$ cat src/rtl/window_pkg.sv
// Shared types and default sizes for the 3x3 window generator.
// Imported by window_gen3x3 and its line buffers.
package window_pkg;

  localparam int DEF_PIX_W = 8;
  localparam int DEF_IMG_W = 100;
  localparam int DEF_IMG_H = 100;

  localparam int WIN_W = 9 * DEF_PIX_W;
  localparam int COL_W = $clog2(DEF_IMG_W);
  localparam int ROW_W = $clog2(DEF_IMG_H);

  typedef logic [DEF_PIX_W-1:0] pix_t;

endpackage

$ cat src/rtl/window_gen3x3_line_buffer.sv
// One image line of pixel storage: async read, sync write.
// Contents are never cleared; the caller gates stale reads.
module line_buffer
  import window_pkg::*;
#(
  parameter int DEPTH = DEF_IMG_W,
  parameter int WIDTH = DEF_PIX_W,
  parameter int AW    = $clog2(DEPTH)
) (
  input  logic             clk,
  input  logic             we_i,
  input  logic [AW-1:0]    addr_i,
  input  logic [WIDTH-1:0] wdata_i,
  output logic [WIDTH-1:0] rdata_o
);

  logic [WIDTH-1:0] mem_q [DEPTH];

  assign rdata_o = mem_q[addr_i];

  // Write the addressed word on an accepted pixel
  always_ff @(posedge clk) begin
    if (we_i) begin
      mem_q[addr_i] <= wdata_i;
    end
  end

endmodule

$ cat src/rtl/window_gen3x3.sv
// Streaming 3x3 window generator: raster pixels in, packed windows out.
// Optional WINDOW_GEN_POS_EN adds win_row/win_col centre outputs.
module window_gen3x3
  import window_pkg::*;
#(
  parameter int IMG_W = DEF_IMG_W,
  parameter int IMG_H = DEF_IMG_H,
  parameter int PIX_W = DEF_PIX_W
) (
  input  logic                     clk,
  input  logic                     rst,
  input  logic [PIX_W-1:0]         pix_in,
  input  logic                     pix_valid,
  output logic                     pix_ready,
  output logic [9*PIX_W-1:0]       win_out,
  output logic                     win_valid,
  input  logic                     win_ready,
  output logic                     frame_done
`ifdef WINDOW_GEN_POS_EN
  ,
  output logic [$clog2(IMG_H)-1:0] win_row,
  output logic [$clog2(IMG_W)-1:0] win_col
`endif
);

  localparam int CW = $clog2(IMG_W);
  localparam int RW = $clog2(IMG_H);
  localparam int WW = 9 * PIX_W;

  localparam logic [CW-1:0] COL_LAST = CW'(IMG_W - 1);
  localparam logic [RW-1:0] ROW_LAST = RW'(IMG_H - 1);
  localparam logic [CW-1:0] COL_TWO  = CW'(2);
  localparam logic [RW-1:0] ROW_TWO  = RW'(2);

  logic [CW-1:0]    col_q, col_d;
  logic [RW-1:0]    row_q, row_d;
  logic             acc;
  logic             last_px;
  logic             emit;

  logic [PIX_W-1:0] lb0_rd;
  logic [PIX_W-1:0] lb1_rd;

  logic [PIX_W-1:0] win_q [3][3];
  logic [PIX_W-1:0] win_d [3][3];
  logic [WW-1:0]    win_flat;

  logic [WW-1:0]    win_out_q, win_out_d;
  logic             win_valid_q, win_valid_d;
  logic             frame_done_q, frame_done_d;

  assign pix_ready  = !win_valid_q || win_ready;
  assign acc        = pix_valid && pix_ready;
  assign last_px    = (col_q == COL_LAST) && (row_q == ROW_LAST);
  assign emit       = acc && (row_q >= ROW_TWO) && (col_q >= COL_TWO);

  assign win_out    = win_out_q;
  assign win_valid  = win_valid_q;
  assign frame_done = frame_done_q;

  // lb0 holds the previous row, lb1 the row before it
  line_buffer #(
    .DEPTH (IMG_W),
    .WIDTH (PIX_W)
  ) u_lb0 (
    .clk     (clk),
    .we_i    (acc),
    .addr_i  (col_q),
    .wdata_i (pix_in),
    .rdata_o (lb0_rd)
  );

  line_buffer #(
    .DEPTH (IMG_W),
    .WIDTH (PIX_W)
  ) u_lb1 (
    .clk     (clk),
    .we_i    (acc),
    .addr_i  (col_q),
    .wdata_i (lb0_rd),
    .rdata_o (lb1_rd)
  );

  // Raster position of the next pixel, wrapping at row and frame end
  always_comb begin
    col_d = col_q;
    row_d = row_q;
    if (acc) begin
      if (col_q == COL_LAST) begin
        col_d = '0;
        row_d = (row_q == ROW_LAST) ? '0 : row_q + RW'(1);
      end else begin
        col_d = col_q + CW'(1);
      end
    end
  end

  // Shift window columns left and insert the new right column
  always_comb begin
    win_d = win_q;
    if (acc) begin
      for (int r = 0; r < 3; r++) begin
        win_d[r][0] = win_q[r][1];
        win_d[r][1] = win_q[r][2];
      end
      win_d[0][2] = lb1_rd;
      win_d[1][2] = lb0_rd;
      win_d[2][2] = pix_in;
    end
  end

  // Pack the shifted window top-left first into the bus format
  always_comb begin
    win_flat = '0;
    for (int r = 0; r < 3; r++) begin
      for (int c = 0; c < 3; c++) begin
        win_flat[WW-1-(r*3+c)*PIX_W -: PIX_W] = win_d[r][c];
      end
    end
  end

  // Single-entry output register with valid/ready handshake
  always_comb begin
    win_out_d    = win_out_q;
    win_valid_d  = win_valid_q;
    frame_done_d = acc && last_px;
    if (emit) begin
      win_out_d   = win_flat;
      win_valid_d = 1'b1;
    end else if (win_ready) begin
      win_valid_d = 1'b0;
    end
  end

  // Position and output state; reset discards any partial frame
  always_ff @(posedge clk) begin
    if (rst) begin
      col_q        <= '0;
      row_q        <= '0;
      win_out_q    <= '0;
      win_valid_q  <= 1'b0;
      frame_done_q <= 1'b0;
    end else begin
      col_q        <= col_d;
      row_q        <= row_d;
      win_out_q    <= win_out_d;
      win_valid_q  <= win_valid_d;
      frame_done_q <= frame_done_d;
    end
  end

  // Window pixels need no reset: emission waits until all are fresh
  always_ff @(posedge clk) begin
    win_q <= win_d;
  end

`ifdef WINDOW_GEN_POS_EN
  logic [RW-1:0] win_row_q, win_row_d;
  logic [CW-1:0] win_col_q, win_col_d;

  assign win_row = win_row_q;
  assign win_col = win_col_q;

  // Centre of the emitted window trails the completing pixel by one
  always_comb begin
    win_row_d = win_row_q;
    win_col_d = win_col_q;
    if (emit) begin
      win_row_d = row_q - RW'(1);
      win_col_d = col_q - CW'(1);
    end
  end

  // Centre coordinates load alongside win_out
  always_ff @(posedge clk) begin
    if (rst) begin
      win_row_q <= '0;
      win_col_q <= '0;
    end else begin
      win_row_q <= win_row_d;
      win_col_q <= win_col_d;
    end
  end
`endif

endmodule
$ cat config.mk
export PLATFORM = sky130hd
export DESIGN_NAME = window_gen3x3
export DESIGN_NICKNAME = d
export VERILOG_FILES = /design/src/rtl/window_pkg.sv /design/src/rtl/window_gen3x3_line_buffer.sv /design/src/rtl/window_gen3x3.sv
export SDC_FILE = /design/constraint.sdc
export NUM_CORES = 2
export LEC_CHECK = 0
export BUFFER_PORTS_ARGS = -buffer_cell sky130_fd_sc_hd__buf_2
export CAP_MARGIN = 15
export CORE_MARGIN = 2
export CORE_UTILIZATION = 30
export DETAILED_ROUTE_END_ITERATION = 7
export GPL_ROUTABILITY_DRIVEN = 0
export PLACE_DENSITY = 0.43
export SLEW_MARGIN = 5
export SYNTH_ARGS = -nofsm -noshare
export SYNTH_HDL_FRONTEND = slang
export SYNTH_HIERARCHICAL = 1
export SYNTH_SLANG_ARGS = --single-unit
$ cat constraint.sdc
create_clock -name clk -period 8.55 [get_ports clk]
set_input_delay 0.4275 -clock clk [delete_from_list [all_inputs] [get_ports clk]]
set_output_delay 0.4275 -clock clk [all_outputs]
set_load 0.01 [all_outputs]
==> flow_summary_export.csv <==
group,metric,value,unit
sta,post-route-period-util,63.4,%
sta,rsz0062_at_grt,"no",
yosys,yosys_most_used_dff,"sky130_fd_sc_hd__edfxtp_1",
global_route,grt_remaining_overflow,0,
detailed_routing,antenna_left,0,
yosys,synth.most_common_cell,"sky130_fd_sc_hd__edfxtp_1",
global_route,grt_max_degree,102,
worst_setup_path,crit_path_frequent_cell,"sky130_fd_sc_hd__buf_4",
clocking,clk-insertion-delay-late,0.84,ns
worst_setup_path,path_cells,"buf_4, nand2b_1, o221ai_1, o32ai_1, mux2i_1, a2111o_2, buf_4, buf_4",
yosys,ys_async_sr_fraction,0,%
final_layout,flow.area_growth_from_synthesis,13.9,%
pwr,power_switching_share,23.8,%
final_layout,utilization,34.4,%
worst_setup_path,critical_path.endpoint_type,"flop",
detailed_routing,via_count,41276,
global_route,grt_pass1_vias,40217,
global_route,number_of_antenna_violations_at_the_first_check_in_global_routing,7,
sta,final_total_negative_setup_slack,0,ns
pwr,switchingPower,4520,uW
worst_setup_path,worst_r2r_path_depth,8,
worst_setup_path,critical-path-slowest-cell,"sky130_fd_sc_hd__nand2b_1",
yosys,synth_top_cell_by_area,"sky130_fd_sc_hd__edfxtp_1",
placement,placement.cell_area,0.0723,mm^2
yosys,count_of_flip_flops_with_a_built_in_enable_after_synthesis,1600,
worst_setup_path,worst-setup-path-type,"flop to flop",
sta,clock_skew,0.0338,ns
sta,fmax,0.185,GHz
min_path,worst_hold_path.num_cells,1,
yosys,synth_cells,4320,
min_path,timing.hold.worst.class,"input port to flop",
yosys,syn-mean-instance-area,15.9,um^2
placement,placement.io_buffers,86,
sta,post_route_minimum_period,5.42,ns
floorplanning,die_width,482,um
sta,final_max_slew_viols,0,
min_path,holdCritStartpoint,"pix_in[6]",
worst_setup_path,cp_data_required_time,9.02,ns
worst_setup_path,worstReg2RegEnd,"u_lb1/mem_q[72][0]$_DFFE_PP_",
worst_setup_path,critical_path.max_fanout,52,
detailed_routing,drt_iter0_drc,4507,
min_path,hold_endpoint,"u_lb0/mem_q[39][6]$_DFFE_PP_",
clocking,cts_made_buffers,187,
clocking,cts-root-buf,"sky130_fd_sc_hd__clkbuf_16",
final_layout,drive_gt1_share,14.6,%
yosys,netlist_area,0.0686,mm^2
detailed_routing,remaining_drcs,0,
floorplanning,die-area,0.233,mm^2
detailed_routing,first_pass_iters,8,
clocking,cts_setup_buffers,0,
worst_setup_path,crit_arrival,5.89,ns
clocking,cts_sink_count,1736,
outcome,run_status,"complete, no violations",
worst_setup_path,worst_path_dominant_cell_family,"compound AO/OA/AOI/OAI gates",
final_layout,design_area,0.0782,mm^2
yosys,postSynthNetCount,4336,
sta,timing.slew.headroom,14.0,%
pwr,p_int,14500,uW
detailed_routing,wl,234000,um
pwr,power,19000,uW
pwr,seqPwrFrac,50.3,%
clocking,h-tree-depth,4,
floorplanning,fp.dieH,482,um
pwr,combinational_power_share,7.9,%
pwr,pwr_density_cell,243,mW/mm^2
yosys,portion_of_the_post_synthesis_area_used_by_sequential_elements,74.0,%
yosys,yosys_warnings,6,
global_route,wire_length_of_the_first_global_routing_pass,327000,um
placement,detailed_place_hpwl,138000,um
pwr,p_leak,0.0242,uW
worst_setup_path,critPathMaxStageDelay,0.91,ns
clocking,clk_transition_reported_paths,0.06,ns
worst_setup_path,setup.worst_path.start_class,"flop",
sta,worst_margin_slew,1.29,ns
pwr,p_clk_share,41.8,%
sta,timing.final.setup_violations,0,
final_layout,finalNetCount,4399,
worst_setup_path,worst_r2r_startpoint,"col_q[0]$_SDFFE_PP0P_",
floorplanning,coreArea,0.227,mm^2
clocking,cts-root-to-sink-buffers,3,
yosys,count_of_different_cell_masters_after_synthesis,78,
clocking,cts_tree,"yes",
floorplanning,initial_core_util,30.2,%
pwr,worst_vdd_ir,0.201,mV
detailed_routing,routed_via_density,5.47,
detailed_routing,detail_route.wl_per_cell,31.1,um
floorplanning,io_pins,87,
run,maxCapViolCount,0,
yosys,synth_area_leaders,"sky130_fd_sc_hd__edfxtp_1 (70%), sky130_fd_sc_hd__dfxtp_1 (4.0%), sky130_fd_sc_hd__a221oi_1 (3.2%)",
sta,hold_viol,0,
global_route,grtUsageTotal,19.8,%
worst_setup_path,setup.reg_to_reg.worst_slack,3.13,ns
floorplanning,floorplan.rows,175,
yosys,synth.top_cells.by_count,"sky130_fd_sc_hd__edfxtp_1 (1600), sky130_fd_sc_hd__nor2_1 (302), sky130_fd_sc_hd__nand2_1 (290)",
worst_setup_path,worstPathBufferInverterCount,3,
yosys,yosys_register_bits,1736,
yosys,top_area_cell_type_share_of_the_netlist_area,70.0,%
==> metrics by stage <==
stage                     setup slack [ns]  hold WS [ns]  cells
after detailed placement              3.22         0.434   7200
after global placement                3.19         0.431   7199
final                                 3.13        0.0824   7543
after CTS                             3.18        0.0390   7539
after floorplan                     0.0251         0.423   4320
after global routing                  2.90        0.0712   7541
==> worst max path at each step <==
stage,endpoint,startpoint,slack (ns),cells past startpoint
after floorplan,u_lb1/mem_q[0][2]$_DFFE_PP_,col_q[0]$_SDFFE_PP0P_,0.03,8
after global routing,win_out[29]$_SDFFE_PP0P_,col_q[0]$_SDFFE_PP0P_,2.90,11
after detailed placement,win_out[29]$_SDFFE_PP0P_,col_q[0]$_SDFFE_PP0P_,3.22,11
final,u_lb1/mem_q[72][0]$_DFFE_PP_,col_q[0]$_SDFFE_PP0P_,3.13,8
after CTS,win_out[29]$_SDFFE_PP0P_,col_q[0]$_SDFFE_PP0P_,3.18,11
after global placement,win_out[31]$_SDFFE_PP0P_,col_q[0]$_SDFFE_PP0P_,3.19,12
==> worst register-to-register path: cells and delay by family (launching register included) <==
kind,cells,cell delay (ns)
AOI/OAI and AO/OA,3,1.41
and+or+nand+nor,1,0.99
DFF,1,0.77
buffers and inverters,3,1.54
muxes,1,0.30
==> timing repair <==
item,CTS,global route
resized for setup,0,0
hold endpoints to repair,2,0
hold buffers,2,0
setup endpoints to repair,0,0
==> routing by layer <==
layer  part of all wire, %  wire length, um  track usage, %
met3                   7.1            16700            3.52
met4                   2.3             5420            5.00
met2                    45           106000            30.5
met1                    45           106000            28.7
met5                     0                0               0
==> placed cells by master (no fill, tap or decap), types with 7 or more instances in the layout <==
master                      count
sky130_fd_sc_hd__edfxtp_1    1600
sky130_fd_sc_hd__nor2_1       298
sky130_fd_sc_hd__nand2_1      289
sky130_fd_sc_hd__a221oi_1     254
sky130_fd_sc_hd__mux2i_1      208
sky130_fd_sc_hd__clkbuf_16    192
sky130_fd_sc_hd__nand2b_1     163
sky130_fd_sc_hd__a22oi_1      148
sky130_fd_sc_hd__dfxtp_1      129
sky130_fd_sc_hd__buf_4        120
sky130_fd_sc_hd__o21ai_0      110
sky130_fd_sc_hd__a21oi_1      109
sky130_fd_sc_hd__mux2_2        80
sky130_fd_sc_hd__buf_2         77
sky130_fd_sc_hd__mux4_2        62
sky130_fd_sc_hd__clkinv_1      47
sky130_fd_sc_hd__o22ai_1       44
sky130_fd_sc_hd__nand3_1       41
sky130_fd_sc_hd__clkbuf_1      41
sky130_fd_sc_hd__a221o_1       34
sky130_fd_sc_hd__a22o_1        34
sky130_fd_sc_hd__clkinv_2      31
sky130_fd_sc_hd__nor2b_1       30
sky130_fd_sc_hd__o22a_1        28
sky130_fd_sc_hd__o221ai_1      24
sky130_fd_sc_hd__a211oi_1      21
sky130_fd_sc_hd__nor3_1        20
sky130_fd_sc_hd__bufinv_16     17
sky130_fd_sc_hd__o2bb2ai_1     16
sky130_fd_sc_hd__inv_1         12
sky130_fd_sc_hd__and3_1        11
sky130_fd_sc_hd__a222oi_1      10
sky130_fd_sc_hd__a21o_1        10
sky130_fd_sc_hd__nand4_1        9
sky130_fd_sc_hd__a32oi_1        8
sky130_fd_sc_hd__o211ai_1       8
sky130_fd_sc_hd__nor2b_4        7
sky130_fd_sc_hd__o2111ai_1      7
==> final cells by class <==
cell class	count	area, um^2
Sequential cell	1736	50800
Timing Repair Buffer	206	1450
Fill cell	21786	149000
Antenna cell	3	7.51
Multi-Input combinational cell	2233	16200
Tap cell	3009	3760
Inverter	19	73.8
Clock inverter	104	948
Clock buffer	233	4960
==> flip-flops by register name, indices dropped and copies added, names as in the netlist <==
signal / flops
u_lb1/mem_q: 800
win_q: 48
row_q: 7
win_valid: 1
col_q: 7
frame_done: 1
win_out: 72
u_lb0/mem_q: 800
==> power groups by stage <==
stage / Combinational [uW] / Sequential, uW / Clock (uW)
6_report: 1490 / 9550 / 7950
5_1_grt: 1580 / 9550 / 8430
4_1_cts: 1500 / 9550 / 8120
3_5_place_dp: 1500 / 9730 / 0
3_3_place_gp: 1500 / 9730 / 0
2_1_floorplan: 795 / 9750 / 0
==> cell families after synthesis <==
kind of cell             Yosys count  share of synthesized area (%)
AND/OR/NAND/NOR                  923                           6.22
adder cells (fa/ha/maj)            4                         0.0729
buffers and inverters            351                           2.69
multiplexers                     350                           6.38
AO/OA/AOI/OAI                    949                           10.6
XOR/XNOR                           7                         0.0893
flip-flops                      1736                           74.0
Note: power is estimated with default switching activity, not from simulation.
